$ cat src/rtl/cpu_pkg.sv
// Shared CPU definitions used by the fetch unit and the downstream controller:
// fetch FSM encodings, IM base offset and the halt instruction word.
package cpu_pkg;

  typedef enum logic [2:0] {
    ST_IDLE    = 3'd0,
    ST_FETCH   = 3'd1,
    ST_CAPTURE = 3'd2,
    ST_VALID   = 3'd3,
    ST_DONE    = 3'd4
  } fetch_state_e;

  localparam int unsigned IM_START  = 32'h7F;
  localparam int unsigned HALT_WORD = 32'h0;

endpackage

$ cat src/rtl/instr_fetch_unit.sv
// Instruction fetch unit: walks the program in IM one instruction at a time,
// handing each to the controller and waiting for it to retire.
module instr_fetch_unit
  import cpu_pkg::*;
#(
  parameter int          MemSize    = 10,
  parameter int          DataSize   = 32,
  parameter int          IMAddrSize = 10,
  parameter int unsigned IMStart    = IM_START
) (
  input  logic                  clock,
  input  logic                  reset,
  input  logic                  start,
  input  logic [15:0]           total_ir,
  input  logic                  ins_done,
  input  logic [DataSize-1:0]   im_dout,
  output logic                  im_enable,
  output logic                  im_fetch,
  output logic                  im_write,
  output logic [IMAddrSize-1:0] im_address,
  output logic [MemSize-1:0]    PC,
  output logic [DataSize-1:0]   ir,
  output logic                  ir_valid,
  output logic [15:0]           fetch_cnt,
  output logic                  prog_done
);

  fetch_state_e       state;
  logic [MemSize-1:0] next_pc;
  logic [15:0]        total_q;

  function automatic logic [15:0] sat_inc16(input logic [15:0] v);
    return (v == 16'hFFFF) ? v : v + 16'd1;
  endfunction

  function automatic logic [IMAddrSize-1:0] im_addr_of(input logic [MemSize-1:0] pc);
    logic [31:0] sum;
    sum = 32'(pc) + IMStart;
    return sum[IMAddrSize-1:0];
  endfunction

  assign im_write = 1'b0;

  always_ff @(posedge clock or negedge reset) begin
    if (!reset) begin
      state      <= ST_IDLE;
      next_pc    <= '0;
      total_q    <= '0;
      PC         <= '0;
      ir         <= '0;
      ir_valid   <= 1'b0;
      im_enable  <= 1'b0;
      im_fetch   <= 1'b0;
      im_address <= '0;
      fetch_cnt  <= '0;
      prog_done  <= 1'b0;
    end else begin
      // IM strobes are single-cycle: only a transition into FETCH raises them
      im_enable  <= 1'b0;
      im_fetch   <= 1'b0;
      im_address <= '0;
      case (state)
        ST_IDLE, ST_DONE: begin
          if (start) begin
            total_q   <= total_ir;
            PC        <= '0;
            ir        <= '0;
            ir_valid  <= 1'b0;
            fetch_cnt <= '0;
            if (total_ir == 16'd0) begin
              state     <= ST_DONE;
              prog_done <= 1'b1;
            end else begin
              state      <= ST_FETCH;
              prog_done  <= 1'b0;
              next_pc    <= MemSize'(1);
              im_enable  <= 1'b1;
              im_fetch   <= 1'b1;
              im_address <= im_addr_of(MemSize'(1));
            end
          end
        end
        ST_FETCH: begin
          state <= ST_CAPTURE;
        end
        ST_CAPTURE: begin
          if (im_dout == DataSize'(HALT_WORD)) begin
            PC        <= '0;
            ir        <= '0;
            prog_done <= 1'b1;
            state     <= ST_DONE;
          end else begin
            ir        <= im_dout;
            PC        <= next_pc;
            fetch_cnt <= sat_inc16(fetch_cnt);
            next_pc   <= next_pc + MemSize'(1);
            ir_valid  <= 1'b1;
            state     <= ST_VALID;
          end
        end
        ST_VALID: begin
          if (ins_done) begin
            ir_valid <= 1'b0;
            if (fetch_cnt >= total_q) begin
              prog_done <= 1'b1;
              state     <= ST_DONE;
            end else begin
              im_enable  <= 1'b1;
              im_fetch   <= 1'b1;
              im_address <= im_addr_of(next_pc);
              state      <= ST_FETCH;
            end
          end
        end
        default: begin
          state <= ST_IDLE;
        end
      endcase
    end
  end

endmodule
$ cat config.mk
export PLATFORM = sky130hd
export DESIGN_NAME = instr_fetch_unit
export DESIGN_NICKNAME = d
export VERILOG_FILES = /design/src/rtl/cpu_pkg.sv /design/src/rtl/instr_fetch_unit.sv
export SDC_FILE = /design/constraint.sdc
export NUM_CORES = 1
export LEC_CHECK = 0
export ABC_AREA = 1
export CELL_PAD_IN_SITES_DETAIL_PLACEMENT = 0
export CELL_PAD_IN_SITES_GLOBAL_PLACEMENT = 1
export CORE_UTILIZATION = 39
export CTS_CLUSTER_SIZE = 24
export DETAILED_ROUTE_END_ITERATION = 7
export GPL_TIMING_DRIVEN = 0
export PLACE_DENSITY_LB_ADDON = 0.1
export SYNTH_ARGS = -nofsm -noshare
export SYNTH_HDL_FRONTEND = slang
export SYNTH_SLANG_ARGS = --single-unit
export TNS_END_PERCENT = 5
$ cat constraint.sdc
create_clock -name clock -period 3.7 [get_ports clock]
set_input_delay 0.74 -clock clock [delete_from_list [all_inputs] [get_ports clock]]
set_output_delay 0.74 -clock clock [all_outputs]
set_load 0.05 [all_outputs]
## Yosys cells after proc, flatten, opt, wreduce, memory -nomap -nowiden

Cells that the tools add are included.

- Register bits after elaboration: 100
- Latch bits: 0
- Bits in writable memories: 0
- Bits in read-only memories: 0
- Input port bits: 52
- Output and inout bits: 73
- Logic and storage cells: 79
- Memories: 0

- Add/sub/neg operators: 3
- $mul: 0
- Div/mod/pow operators: 0
- $lt $le $gt $ge: 1
- Eq/ne operators: 12
- Shifts and indexed selects: 0
- Multiplexer cells: 40
- Bitwise operators: 0
- Reduce and logical (&&, ||, !) cells: 13

Operator list:

| operator | number |
|---|---|
| 10-bit two-way mux | 7 |
| 32-bit two-way mux | 2 |
| 32-bit case mux with 2 select lines | 1 |
| 10-bit case mux with 2 select lines | 3 |
| 16-bit two-way mux | 3 |
| 32-bit zero test | 1 |
| 16-bit case mux with 2 select lines | 1 |
| 16-bit by 1-bit adder with 16-bit output, second input constant | 1 |
| 16-bit == test, second input constant | 1 |
| 16-bit greater-or-equal comparator | 1 |
| 16-bit zero test | 1 |
| 8-bit two-way mux | 2 |
| 3-bit two-way mux | 5 |
| 2-bit inequality test, second input constant | 7 |
| 1-bit two-way mux | 12 |
| 3-bit case mux with 4 select lines | 1 |
| 4-bit AND reduction | 3 |
| 10-bit by 1-bit adder with 10-bit output, second input constant | 1 |
| 10-bit by 7-bit adder with 10-bit output, second input constant | 1 |
| 3-bit by 2-bit == test with 1-bit output, second input constant | 2 |
| 1-bit case mux with 3 select lines | 2 |
| 2-bit AND reduction | 3 |
| 5-bit AND reduction | 1 |
| 3-bit by 1-bit == test with 1-bit output, second input constant | 1 |
| other kinds (6) | 6 |

## Logic depth before layout (Yosys ltp)

Gate-level depths: netlist (run 1).

- Depth after elaboration: 4
- Depth in mapped cells: 14
- Gate-level depth less buffers: 14

## Worst setup path after synthesis (run 1)

OpenSTA, ideal clock, no wires.

- Kind: register -> register
- Start point: reg fetch_cnt[0]
- End point: reg im_fetch
- Library setup time: 0.138 ns
- Arrival: 1.845 ns
- Required time: 3.562 ns
- Path slack: 1.717 ns
- Stages on the path, launching flop included: 13
- Buffers on the path: 1
- Clock period less this slack: 1.983 ns
- Path through: dfrtp_1 inv_1 ha_1 nand2_1 nor2_1 nor2_1 nand2_1 nand2_1 nand2_1 nand2_1 nand4_1 clkbuf_1 o21ai_1

- Longest elaborated chain between the ends: 4

RTL lines:

| item | line | text |
|---|---|---|
| from (decl) | instr_fetch_unit.sv:24 | `output logic [15:0] fetch_cnt,` |
| from (signal assigned) | instr_fetch_unit.sv:95 | `fetch_cnt <= sat_inc16(fetch_cnt);` |
| 16-bit greater-or-equal comparator | instr_fetch_unit.sv:104 | `if (fetch_cnt >= total_q) begin` |
| 1-bit two-way mux | instr_fetch_unit.sv:104 |  |
| 1-bit two-way mux | instr_fetch_unit.sv:102 | `if (ins_done) begin` |
| 1-bit case mux with 2 select lines | instr_fetch_unit.sv:62 | `case (state)` |
| to (signal assigned) | instr_fetch_unit.sv:60 | `im_fetch <= 1'b0;` |
| to (signal assigned) | instr_fetch_unit.sv:78 | `im_fetch <= 1'b1;` |
| to (signal assigned) | instr_fetch_unit.sv:109 | `im_fetch <= 1'b1;` |
| to (decl) | instr_fetch_unit.sv:18 | `output logic im_fetch,` |

No other way between the ends.
A chain may end at the register's enable or synchronous reset.

## Final worst setup path (run 1)

- Start point: reg fetch_cnt[2]
- End point: out fetch_cnt[2]

No word-level cell between the ends.

==> results.txt, run 1 <==
ANT cells = 0
die width = 116 µm
area growth from synthesis to layout = 34.3%
clock latency on the worst-skew pair = 340 ps
die extent in y = 116 µm
first-pass GRT wire length = 21.6 mm
Post-CTS Setup Bufs = 0
pwr dens = 730 nW/µm²
number of synthesized flops with an enable pin = 0
Synth Cell Area = 5100 µm²
GRT Overall Usage = 21.1%
DP HPWL = 9.89 mm
cells taking the most area after synthesis = dfrtp_1 49%, nand2_1 13%, inv_1 5.8%, o21ai_0 5.0%, ha_1 4.7%
most common cell in the netlist = nand2_1
post-cts hold buffer count = 0
syn_area_per_cell = 8.13 µm²
GPL Wtd Cong = 0.861
leakage = 3.28 nW
Synth Flop Type = dfrtp_1
class of the worst hold path = input port to asynchronous set/reset pin
Critical Path Fanout Max = 8
CTS tree = done
Starting DRT DRC Count = 281
min Tclk post-route = 2480 ps
Worst-path clk slew = 60 ps
crit path kind = flip-flop to output port
# rows = 41
# setup viols final = 0
fmax = 403 MHz
ys async rst share = 100%
fin area = 6860 µm²
largest net degree at the start of global routing = 53
GRT overflow = 0
Worst path max stage delay = 870 ps
Die Area = 13600 µm²
TritonCTS Buffers = 9
outcome = finished clean
Worst Tran Pin Value = 643 ps
Slew headroom = 57.1%
CTS-repair resized insts = 0
drc violations = 0
Final TNS setup = 0 ps
Wirelength per Cell = 13.8 µm
Worst VDD drop = 232 µV
Core Area = 12700 µm²
post-route ant nets = 0
vias in the first global route = 4393
syn_nets = 699
vias = 4410
Crit path max-delay family = buffers and inverters
Yosys reg bits = 100
RSZ-0062 raised after global routing = false
Final Power = 5.00 mW
share of cells above drive strength 1 = 6.25%
WP data arrival = 1740 ps
Critical Path End Type = output port
maxcap violations = 0
CP bufs+invs = 1
Routed WL = 13.0 mm
Clock Skew = 7.16 ps
Cells after Synth = 628
CP Data Required Time = 2960 ps
# H-tree levels = 3
total number of yosys warnings = 0
clock root cell = clkbuf_16
Slew Viols, Final = 0
port bufs = 123
clock buffer depth = 2
final number of hold-violating endpoints = 0
Top Ports = 125
area leader, netlist = dfrtp_1
Tcrit/Tclk final = 67.1%
post-synthesis sequential area ratio = 49.0%
Post-DP Area = 6580 µm²
number of clock sinks = 100
Startpoint Class = flip-flop
Initial Utilization = 40.3%
initial antenna violation count = 0
worst path cell trace = clkdlybuf4s50_1
Netlist cell types = 34
Crit-path slowest cell = clkdlybuf4s50_1
first drt pass iteration count = 6
commonest cells in the netlist = 175 x nand2_1, 100 x dfrtp_1, 79 x inv_1
Via density = 4.69
post-synth top area share = 49.0%
NumNets Final = 834
layout by cell type (no fill, tap or decap), types with 6 or more instances in the layout:
master	instances
xor2_1	23
clkbuf_16	9
o21ai_1	9
nand3_1	22
dfrtp_1	100
nand2_1	175
nor2_1	61
ha_1	19
clkbuf_1	12
a22o_1	8
buf_4	6
clkdlybuf4s50_1	122
o21ai_0	51
a21oi_1	11
inv_1	79
nand4_1	13
area by class of cell:
| cell class | count | area, µm² |
|---|---|---|
| Clock buffer | 12 | 256 |
| Tap cell | 172 | 215 |
| Clock inverter | 4 | 23.8 |
| Timing Repair Buffer | 124 | 1260 |
| Buffer | 22 | 121 |
| Fill cell | 1294 | 5810 |
| Inverter | 83 | 312 |
| Sequential cell | 100 | 2500 |
| Multi-Input combinational cell | 423 | 2170 |
through the flow:
stage | setup slack, ps | hold slack [ps] | utilization (%) | std cells
2_1_floorplan | 1720 | 444 | - | 628
4_1_cts | 1190 | 434 | 54.1 | 940
3_3_place_gp | -1910 | 461 | 51.7 | 923
6_report | 1220 | 417 | 54.1 | 940
3_5_place_dp | 976 | 463 | 51.9 | 924
5_1_grt | 1160 | 457 | 54.1 | 940
worst paths after layout:
| kind | slack [ps] | end | cells past startpoint | start |
|---|---|---|---|---|
| worst max-delay path | 1220 | fetch_cnt[2] | 1 | fetch_cnt[2] |
| worst min-delay path | 420 | ir[3] | 1 | reset |
| worst max register to register | 1520 | im_fetch | 11 | fetch_cnt[3] |
| worst min register to register | 470 | ir_valid | 2 | ir_valid |
| max in group asynchronous | 2610 | fetch_cnt[4] | 2 | reset |
| min in group clock | 470 | ir_valid | 2 | ir_valid |
routing by layer:
layer	vias up	global-route usage, %	routed length [µm]
met2	90	37.3	6480
met5	-	0	0
met4	0	6.92	130
met3	8	2.91	475
li1	2251	-	-
met1	2061	26.4	5920
logic make-up after synthesis:
kind of cell / count (synthesis) / share of synthesized area (%)
simple gates: 294 / 24.4
buf+inv: 105 / 8.48
flops: 100 / 49.0
compound gates: 85 / 9.29
xor+xnor: 24 / 4.12
fa+ha+maj: 19 / 4.66
other cells: 1 / 0.0735
registers in the layout (all words and copies together), names as in the netlist:
signal and count:
im_fetch 1, fetch_cnt 16, prog_done 1, im_address 10, ir_valid 1, state 3, next_pc 10, PC 10
ir 32, total_q 16
report_power, final:
group	internal, mW	switching, mW
combinational	0.824	1.69
clock	0.491	0.397
sequential	1.41	0.192
total	2.72	2.28
Power figures use the tool's default switching activity.
==> run 2, diff against run 1 <==
Settings changed: CORE_UTILIZATION 39 to 36.
Clock period 3.7 ns to 2.4 ns, I/O delays scaled along.
==> results.txt, run 2 (same netlist as run 1, synthesis figures left out) <==
outcome = finished clean
Crit path max-delay family = buffers and inverters
post-cts hold buffer count = 0
clock root cell = clkbuf_16
Top Ports = 125
final core utilization = 49.4%
Slew headroom = 60.4%
Via density = 4.70
CTS tree = done
Initial Utilization = 36.8%
clock latency on the worst-skew pair = 340 ps
cell count after placement = 932
# rows = 43
final number of hold-violating endpoints = 0
metal3 WL = 592 µm
post-route ant nets = 0
Worst-path clk slew = 70 ps
Worst path max stage delay = 870 ps
DP Worst Slack = -142 ps
Crit-path slowest cell = clkdlybuf4s50_1
GRT Overall Usage = 19.7%
DP HPWL = 10.1 mm
RSZ-0062 raised after global routing = false
clock buffer depth = 2
GPL Wtd Cong = 0.835
NumNets Final = 834
die width = 121 µm
most frequent cells in the layout = 175 x nand2_1, 122 x clkdlybuf4s50_1, 100 x dfrtp_1, 79 x inv_1, 61 x nor2_1
port bufs = 123
Worst VDD drop = 377 µV
Final Power = 7.71 mW
pwr dens = 1120 nW/µm²
# H-tree levels = 3
Psw = 3.54 mW
Pint = 4.17 mW
CP bufs+invs = 1
largest net degree at the start of global routing = 60
fin area = 6860 µm²
R2R Path Start = fetch_cnt[3]
FILL cells = 1389
Die Area = 14700 µm²
number of clock sinks = 100
maxcap violations = 0
ANT cells = 0
switching share of power = 45.9%
post-route insts no fill = 948
area growth from synthesis to layout = 34.3%
initial antenna violation count = 0
met2 wire length = 6.53 mm
vias in the first global route = 4493
first-pass GRT wire length = 22.4 mm
share of cells above drive strength 1 = 6.12%
Top Registers = ir (32), fetch_cnt (16), total_q (16)
TritonCTS Buffers = 9
CTS-repair resized insts = 0
Clk network pwr share = 17.5%
fmax = 450 MHz
# setup viols final = 0
Starting DRT DRC Count = 354
CP Data Required Time = 1920 ps
Routed WL = 13.3 mm
Slew Viols, Final = 0
Largest register FFs = 32
WP data arrival = 1740 ps
die extent in y = 121 µm
drc violations = 0
class of the worst hold path = input port to asynchronous set/reset pin
Post-DP Area = 6590 µm²
final hold slack = 125 ps
Critical Path Fanout Max = 6
Combinational Power Share = 50.3%
Tcrit/Tclk final = 92.7%
Wirelength per Cell = 14.0 µm
min Tclk post-route = 2220 ps
Critical Path End Type = output port
R2R Setup Slk = 280 ps
sequential power share = 32.1%
Final TNS setup = 0 ps
first drt pass iteration count = 4
worst path cell trace = clkdlybuf4s50_1
Biggest register = ir
met1 wire length = 6.02 mm
Crit. Startpoint = fetch_cnt[14]
Core Area = 13900 µm²
crit path kind = flip-flop to output port
vias = 4455
leakage = 3.26 nW
Clock Skew = 9.48 ps
Worst Tran Pin Value = 594 ps
Startpoint Class = flip-flop
Top Metal Used = met4
Final WS setup = 176 ps
Post-CTS Setup Bufs = 0
most common cell after layout, fill and taps aside = nand2_1
GRT overflow = 0
==> run 2: changes by cell type in the layout (fill, tap and decap cells not counted), sizes merged <==
cell | previous run | this run
clkinv | 4 | 2
clkinvlp | 0 | 2
==> run 2: final cells by class <==
type	instances	area (µm²)	area share [%]
sequential	100	2500	36.5
multi-input combinational	423	2170	31.6
timing repair buffer	124	1260	18.3
inverter	83	312	4.54
clock buffer	12	246	3.59
tap	180	225	3.28
buffer	22	121	1.77
clock inverter	4	25.0	0.365
==> run 2: power by group through the flow <==
stage	registers (mW)	clock network [mW]	logic, mW
global placement	2.49	0	3.87
finish	2.48	1.35	3.88
CTS	2.48	1.41	3.94
floorplan	3.51	0	1.57
global route	2.53	1.47	4.26
detailed placement	2.51	0	3.93
==> run 2: path summary, 6_finish.rpt <==
| path | endpoint | depth (start not counted) |
|---|---|---|
| max reg2reg | im_fetch | 11 |
| min reg2reg | prog_done | 2 |
| max in group asynchronous | total_q[13] | 2 |
| max | fetch_cnt[14] | 1 |
| min | ir[2] | 1 |
| min in group clock | prog_done | 2 |
==> run 2: layer usage <==
metal  up-vias  global-route usage, %
met2       106                   33.9
met4         0                   6.64
li1       2257                      -
met3        11                   2.68
met5         -                      0
met1      2081                   25.3
==> run 3, diff against run 2 <==
Settings changed: SKIP_CTS_REPAIR_TIMING set to 1.
==> results of run 3 <==
The final DEF is identical to that of run 2; final timing and power are the same.
